## config.mk

```make
export PLATFORM = sky130hd
export DESIGN_NAME = mem_port_arbiter
export DESIGN_NICKNAME = d
export VERILOG_FILES = /design/src/rtl/mem_arb_pkg.sv /design/src/rtl/mem_arb_starve_cnt.sv /design/src/rtl/mem_port_arbiter.sv
export SDC_FILE = /design/constraint.sdc
export NUM_CORES = 1
export LEC_CHECK = 0
export ABC_CLOCK_PERIOD_IN_PS = 4170
export BUFFER_PORTS_ARGS = -buffer_cell sky130_fd_sc_hd__clkbuf_2
export CAP_MARGIN = 15
export CORE_ASPECT_RATIO = 1.2
export CORE_MARGIN = 8
export CORE_UTILIZATION = 40
export CTS_BUF_LIST = sky130_fd_sc_hd__clkbuf_8
export CTS_CLUSTER_DIAMETER = 60
export DETAILED_ROUTE_END_ITERATION = 12
export GPL_TIMING_DRIVEN = 0
export PLACE_DENSITY = 0.7
export SYNTH_ARGS = -nofsm -noshare
export SYNTH_HDL_FRONTEND = slang
export SYNTH_SLANG_ARGS = --single-unit
```

## constraint.sdc

```tcl
create_clock -name clk -period 4.17 [get_ports clk]
set_clock_uncertainty 0.05 [all_clocks]
set_input_delay 0.417 -clock clk [delete_from_list [all_inputs] [get_ports clk]]
set_output_delay 0.417 -clock clk [all_outputs]
set_load 0.02 [all_outputs]
```

## src/rtl/mem_arb_pkg.sv

```systemverilog
// Shared types and constants for the I/D memory port arbiter.
package mem_arb_pkg;

  typedef enum logic [1:0] {
    ARB_IDLE  = 2'd0,
    ARB_GNT_I = 2'd1,
    ARB_GNT_D = 2'd2
  } arb_state_t;

  localparam int STARVE_CNT_W = 4;

endpackage

```

## src/rtl/mem_arb_starve_cnt.sv

```systemverilog
// Saturating count of D grants made while a fetch is pending; ge_max forces the next grant to I.
module mem_arb_starve_cnt
  import mem_arb_pkg::*;
#(
  parameter int MAX = 4
) (
  input  logic clk,
  input  logic reset,
  input  logic inc,
  input  logic clr,
  output logic ge_max
);

  localparam logic [STARVE_CNT_W-1:0] CNT_ZERO = {STARVE_CNT_W{1'b0}};
  localparam logic [STARVE_CNT_W-1:0] CNT_ONE  = {{(STARVE_CNT_W-1){1'b0}}, 1'b1};
  localparam logic [STARVE_CNT_W-1:0] CNT_SAT  = {STARVE_CNT_W{1'b1}};
  localparam logic [STARVE_CNT_W-1:0] CNT_LIM  = STARVE_CNT_W'(MAX);

  logic [STARVE_CNT_W-1:0] cnt_r;

  // Counter register: clear wins over increment, increment stops at saturation.
  always_ff @(posedge clk or posedge reset) begin
    if (reset) begin
      cnt_r <= CNT_ZERO;
    end else if (clr) begin
      cnt_r <= CNT_ZERO;
    end else if (inc && (cnt_r != CNT_SAT)) begin
      cnt_r <= cnt_r + CNT_ONE;
    end else begin
      cnt_r <= cnt_r;
    end
  end

  assign ge_max = (cnt_r >= CNT_LIM);

endmodule

```

## src/rtl/mem_port_arbiter.sv

```systemverilog
// Shares one single-ported L1 memory between the core's fetch and data ports:
// D-priority with an I-starvation guard, req/ack handshake to memory, stall signals to the core.
module mem_port_arbiter
  import mem_arb_pkg::*;
#(
  parameter int ADDR_W     = 32,
  parameter int DATA_W     = 32,
  parameter int STARVE_MAX = 4
) (
  input  logic              clk,
  input  logic              reset,
  input  logic              ireq,
  input  logic [ADDR_W-1:0] iaddr,
  output logic [DATA_W-1:0] iinstn,
  output logic              iwait,
  input  logic              dreq,
  input  logic              dwe,
  input  logic [ADDR_W-1:0] daddr,
  input  logic [DATA_W-1:0] dwdata,
  output logic [DATA_W-1:0] drdata,
  output logic              dwait,
  output logic              mem_req,
  output logic              mem_we,
  output logic [ADDR_W-3:0] mem_addr,
  output logic [DATA_W-1:0] mem_wdata,
  input  logic              mem_ack,
  input  logic [DATA_W-1:0] mem_rdata
);

  arb_state_t        state_r;
  logic [DATA_W-1:0] irdata_r;
  logic [DATA_W-1:0] drdata_r;
  logic              d_pend_s;
  logic              grant_d_s;
  logic              grant_i_s;
  logic              ack_i_s;
  logic              ack_d_s;
  logic              ge_max_s;
  logic              addr_lsb_unused_s;

  assign d_pend_s  = dreq | dwe;
  assign grant_d_s = (state_r == ARB_IDLE) & d_pend_s & ~ge_max_s;
  assign grant_i_s = (state_r == ARB_IDLE) & ~grant_d_s & ireq;
  assign ack_i_s   = (state_r == ARB_GNT_I) & mem_ack;
  assign ack_d_s   = (state_r == ARB_GNT_D) & mem_ack;

  // Byte offset within the word plays no part in a word-wide memory.
  assign addr_lsb_unused_s = ^{iaddr[1:0], daddr[1:0]};

  mem_arb_starve_cnt #(.MAX(STARVE_MAX)) u_starve (
    .clk    (clk),
    .reset  (reset),
    .inc    (grant_d_s & ireq),
    .clr    (grant_i_s | ~ireq),
    .ge_max (ge_max_s)
  );

  // Arbiter FSM: captures the winner's request on grant, holds mem_req until ack.
  always_ff @(posedge clk or posedge reset) begin
    if (reset) begin
      state_r   <= ARB_IDLE;
      mem_req   <= 1'b0;
      mem_we    <= 1'b0;
      mem_addr  <= {(ADDR_W-2){1'b0}};
      mem_wdata <= {DATA_W{1'b0}};
      irdata_r  <= {DATA_W{1'b0}};
      drdata_r  <= {DATA_W{1'b0}};
    end else begin
      case (state_r)
        ARB_IDLE: begin
          if (grant_d_s) begin
            state_r   <= ARB_GNT_D;
            mem_req   <= 1'b1;
            mem_we    <= dwe;
            mem_addr  <= daddr[ADDR_W-1:2];
            mem_wdata <= dwdata;
          end else if (grant_i_s) begin
            state_r  <= ARB_GNT_I;
            mem_req  <= 1'b1;
            mem_we   <= 1'b0;
            mem_addr <= iaddr[ADDR_W-1:2];
          end else begin
            state_r <= ARB_IDLE;
          end
        end
        ARB_GNT_I: begin
          if (mem_ack) begin
            state_r  <= ARB_IDLE;
            mem_req  <= 1'b0;
            mem_we   <= 1'b0;
            irdata_r <= mem_rdata;
          end else begin
            state_r <= ARB_GNT_I;
          end
        end
        ARB_GNT_D: begin
          if (mem_ack) begin
            state_r  <= ARB_IDLE;
            mem_req  <= 1'b0;
            mem_we   <= 1'b0;
            drdata_r <= mem_rdata;
          end else begin
            state_r <= ARB_GNT_D;
          end
        end
        default: begin
          state_r <= ARB_IDLE;
          mem_req <= 1'b0;
          mem_we  <= 1'b0;
        end
      endcase
    end
  end

  // Ack-cycle data bypasses the result register so the core un-stalls with valid data.
  assign iinstn = ack_i_s ? mem_rdata : irdata_r;
  assign drdata = ack_d_s ? mem_rdata : drdata_r;
  assign iwait  = ireq & ~ack_i_s;
  assign dwait  = d_pend_s & ~ack_d_s;

endmodule

```

==> flow_summary_export.csv <==
group,metric,value,unit
status,status,"finished, final reports clean",
cts,numCtsBuffers,17,
logic_synthesis,syn_avg_cell_area,12.4,um2
power,p_leak,4.18,nW
timing,period_share,64.9,%
worst_setup_path,worstSetupPathType,"reg -> out",
worst_setup_path,cp_max_fo,10,
drt,via_count,5078,
cts,clkLatencyLatePin,0.43,ns
drt,dr_wl_met3,1.91,mm
final_layout,n_fill_cell,1338,
logic_synthesis,syn_area,6110,um2
worst_setup_path,crit_path_max_incr_delay,0.42,ns
final_layout,multiInputGateArea,2540,um2
final_layout,drive_gt1_share,52.6,%
drt,m1WireLength,6.99,mm
final_layout,n_antenna_cell,0,
worst_setup_path,worstPathCellList,"inv_1 -> ha_1 -> nand2_1 -> buf_2 -> mux2_2 -> clkbuf_2",
grt,track_usage,18.9,%
placement,port_buffers,258,
drt,ant_nets,0,
timing,fin_tns_setup,0,ns
logic_synthesis,synth_edf_count,0,
logic_synthesis,syn_inst,492,
floorplan,rows,49,
floorplan,die_w,129,um
final_layout,area_delta_synth_final,32.6,%
timing,period_minus_slack,2.71,ns
worst_setup_path,reg2reg_from,"state_r[0]",
timing,finalMaxSlewViolations,0,
placement,place.detailed.hpwl,14.1,mm
cts,clockBufferDepth,2,
final_layout,fin_nets,910,
drt,drt_wl_total,18.3,mm
cts,cts_tree,"yes",
drt,routed_via_density,5.14,
power,peakVddDrop,0.476,mV
grt,antenna_found_initial,0,
drt,wl_met2,9.11,mm
logic_synthesis,synthFlopType,"dfrtp_1",
timing,setup_violations,0,
timing,finalHoldViolCount,0,
floorplan,die_h,151,um
grt,gr-total-overflow,0,
cts,cts-resized-gates,0,
timing,rsz0062_at_grt,"no",
final_layout,stdcell_count,988,
logic_synthesis,synth_nets,631,
logic_synthesis,yosysUniqueCellTypes,31,
grt,grt_pass1_wl,29.0,mm
logic_synthesis,yosysSeqAreaShare,54.9,%
min_path,hold_end,"mem_wdata[5]",
grt,grt_max_degree,80,
final_layout,final_util,54.2,%
cts,cts.sinks,134,
grt,grt_pass1_vias,5584,
cts,cts-root-buf,"clkbuf_8",
timing,maxSlewHeadroom,64.9,%
floorplan,ioPinCount,264,
power,p_per_area,806,nW/um2
cts,clk_pin_slew,0.08,ns
drt,drcViolationCount,0,
logic_synthesis,yosys_warnings,0,
drt,wl_per_cell,18.5,um
placement,place.gp.congestion,0.879,
job,maxCapViolations,0,
timing,tightest_slew,0.526,ns
floorplan,core_area,15000,um2
min_path,hold_start,"dwdata[5]",
drt,initialDrtViolationCount,264,
drt,firstDrtPassIters,4,
logic_synthesis,yosys_register_bits,134,
worst_setup_path,cp-end-kind,"output pin",
floorplan,initial_utilization,40.9,%
floorplan,die-area,19500,um2
worst_setup_path,crit_slowest_cell,"mux2_2",
worst_setup_path,r2r_setup_slack,2.35,ns
min_path,min_delay_path_depth,2,
final_layout,regArea,3350,um2
cts,ctsHtreeMaxLevel,4,
worst_setup_path,cp-start-kind,"register",
logic_synthesis,synth-async-reset-ratio,100,%
min_path,hold_path_class,"in -> reg",
placement,dp_cells,955,
worst_setup_path,required,3.70,ns
worst_setup_path,worstRegToRegCells,7,
timing,fmax,369,MHz
worst_setup_path,r2r-end,"mem_addr[9]",
drt,topRoutingLayerUsed,"met4",
worst_setup_path,arrival,2.24,ns
==> registers in the layout, indices dropped and copies added (netlist names) <==
| register | cells |
|---|---|
| mem_req | 1 |
| mem_addr | 30 |
| mem_wdata | 32 |
| mem_we | 1 |
| state_r | 2 |
| irdata_r | 32 |
| u_starve.cnt_r | 4 |
| drdata_r | 32 |
==> how the worst max path moves through the flow <==
stage,from,end,slack (ns),cells past startpoint
global route,state_r[1],iinstn[8],1.29,6
floorplan,reset,drdata_r[0],0.12,1
global placement,reset,mem_wdata[1],-1.21,2
finish,state_r[1],iinstn[8],1.46,6
CTS,state_r[1],iinstn[8],1.38,6
detailed placement,state_r[1],iinstn[8],1.89,6
==> layer usage <==
metal,up-vias,global-route usage (%)
met5,-,0
met4,0,6.77
met3,19,6.87
met2,273,31.8
met1,2458,21.6
li1,2328,-
==> where the power goes <==
part           total [mW]  internal [mW]  switching (mW)  leakage [nW]
clock                1.08          0.546           0.537         0.204
combinational        3.22           1.33            1.89          2.35
sequential           2.22           1.93           0.295          1.62
==> cell usage in the layout, fill, tap and decap left out, drive strengths merged, types with 2 or more instances in the layout <==
cell / netlist / routed
clkbuf: 21 / 296
dfrtp: 134 / 134
mux2: 97 / 97
nand2b: 34 / 34
nand4: 32 / 32
nor2b: 31 / 31
nand3: 31 / 31
and3: 30 / 30
o22ai: 30 / 30
buf: 20 / 21
inv: 4 / 10
clkinv: 0 / 6
ha: 5 / 5
nand2: 4 / 4
nor2: 4 / 4
a21oi: 3 / 3
nand3b: 2 / 2
bufinv: 0 / 2
or2: 2 / 2
==> critical path, delay by kind of cell (launching register included) <==
| kind | cells | cell delay (ns) |
|---|---|---|
| adders and majority gates | 1 | 0.20 |
| muxes | 1 | 0.42 |
| DFF | 1 | 0.38 |
| buffers and inverters | 3 | 0.60 |
| and+or+nand+nor | 1 | 0.22 |
==> cells in the mapped netlist, drive strengths merged (5+ instances only) <==
cell type    n  area, um2
and3        30        188
buf         20        121
clkbuf      21       78.8
dfrtp      134       3350
ha           5       62.6
mux2        97       1200
nand2b      34        213
nand3       31        168
nand4       32        200
nor2b       31        194
o22ai       30        188
==> cell type report <==
| type | instances | share of cell area [%] |
|---|---|---|
| clock buffers | 17 | 2.89 |
| well taps | 204 | 3.15 |
| inverters | 4 | 0.247 |
| repair buffers | 260 | 16.4 |
| plain buffers | 41 | 2.47 |
| multi-input cells | 313 | 31.4 |
| clock inverters | 15 | 2.07 |
| flip-flops and latches | 134 | 41.4 |
==> timing repair <==
action                                 in CTS  in global routing
setup buffers                               0                  0
hold buffers                                1                  0
endpoints found under the hold margin      55                  0
==> cell families after synthesis <==
logic type	Yosys count	synth area share, %
AO/OA/AOI/OAI	39	4.05
AND/OR/NAND/NOR	172	17.0
adder cells (fa/ha/maj)	5	1.02
multiplexers	97	19.6
flip-flops	134	54.9
buffers and inverters	45	3.52
==> stage by stage <==
stage / worst slack [ns] / power [mW] / instance area, um2 / hold slack, ns
floorplan: 0.120 / 4.37 / 6110 / 0.435
global placement: -1.21 / 5.39 / 7660 / 0.427
detailed placement: 1.89 / 5.50 / 7690 / 0.433
CTS: 1.38 / 6.62 / 8100 / 0.117
global route: 1.29 / 6.95 / 8100 / 0.117
finish: 1.46 / 6.53 / 8100 / 0.163
(Power assumes the default switching activity.)
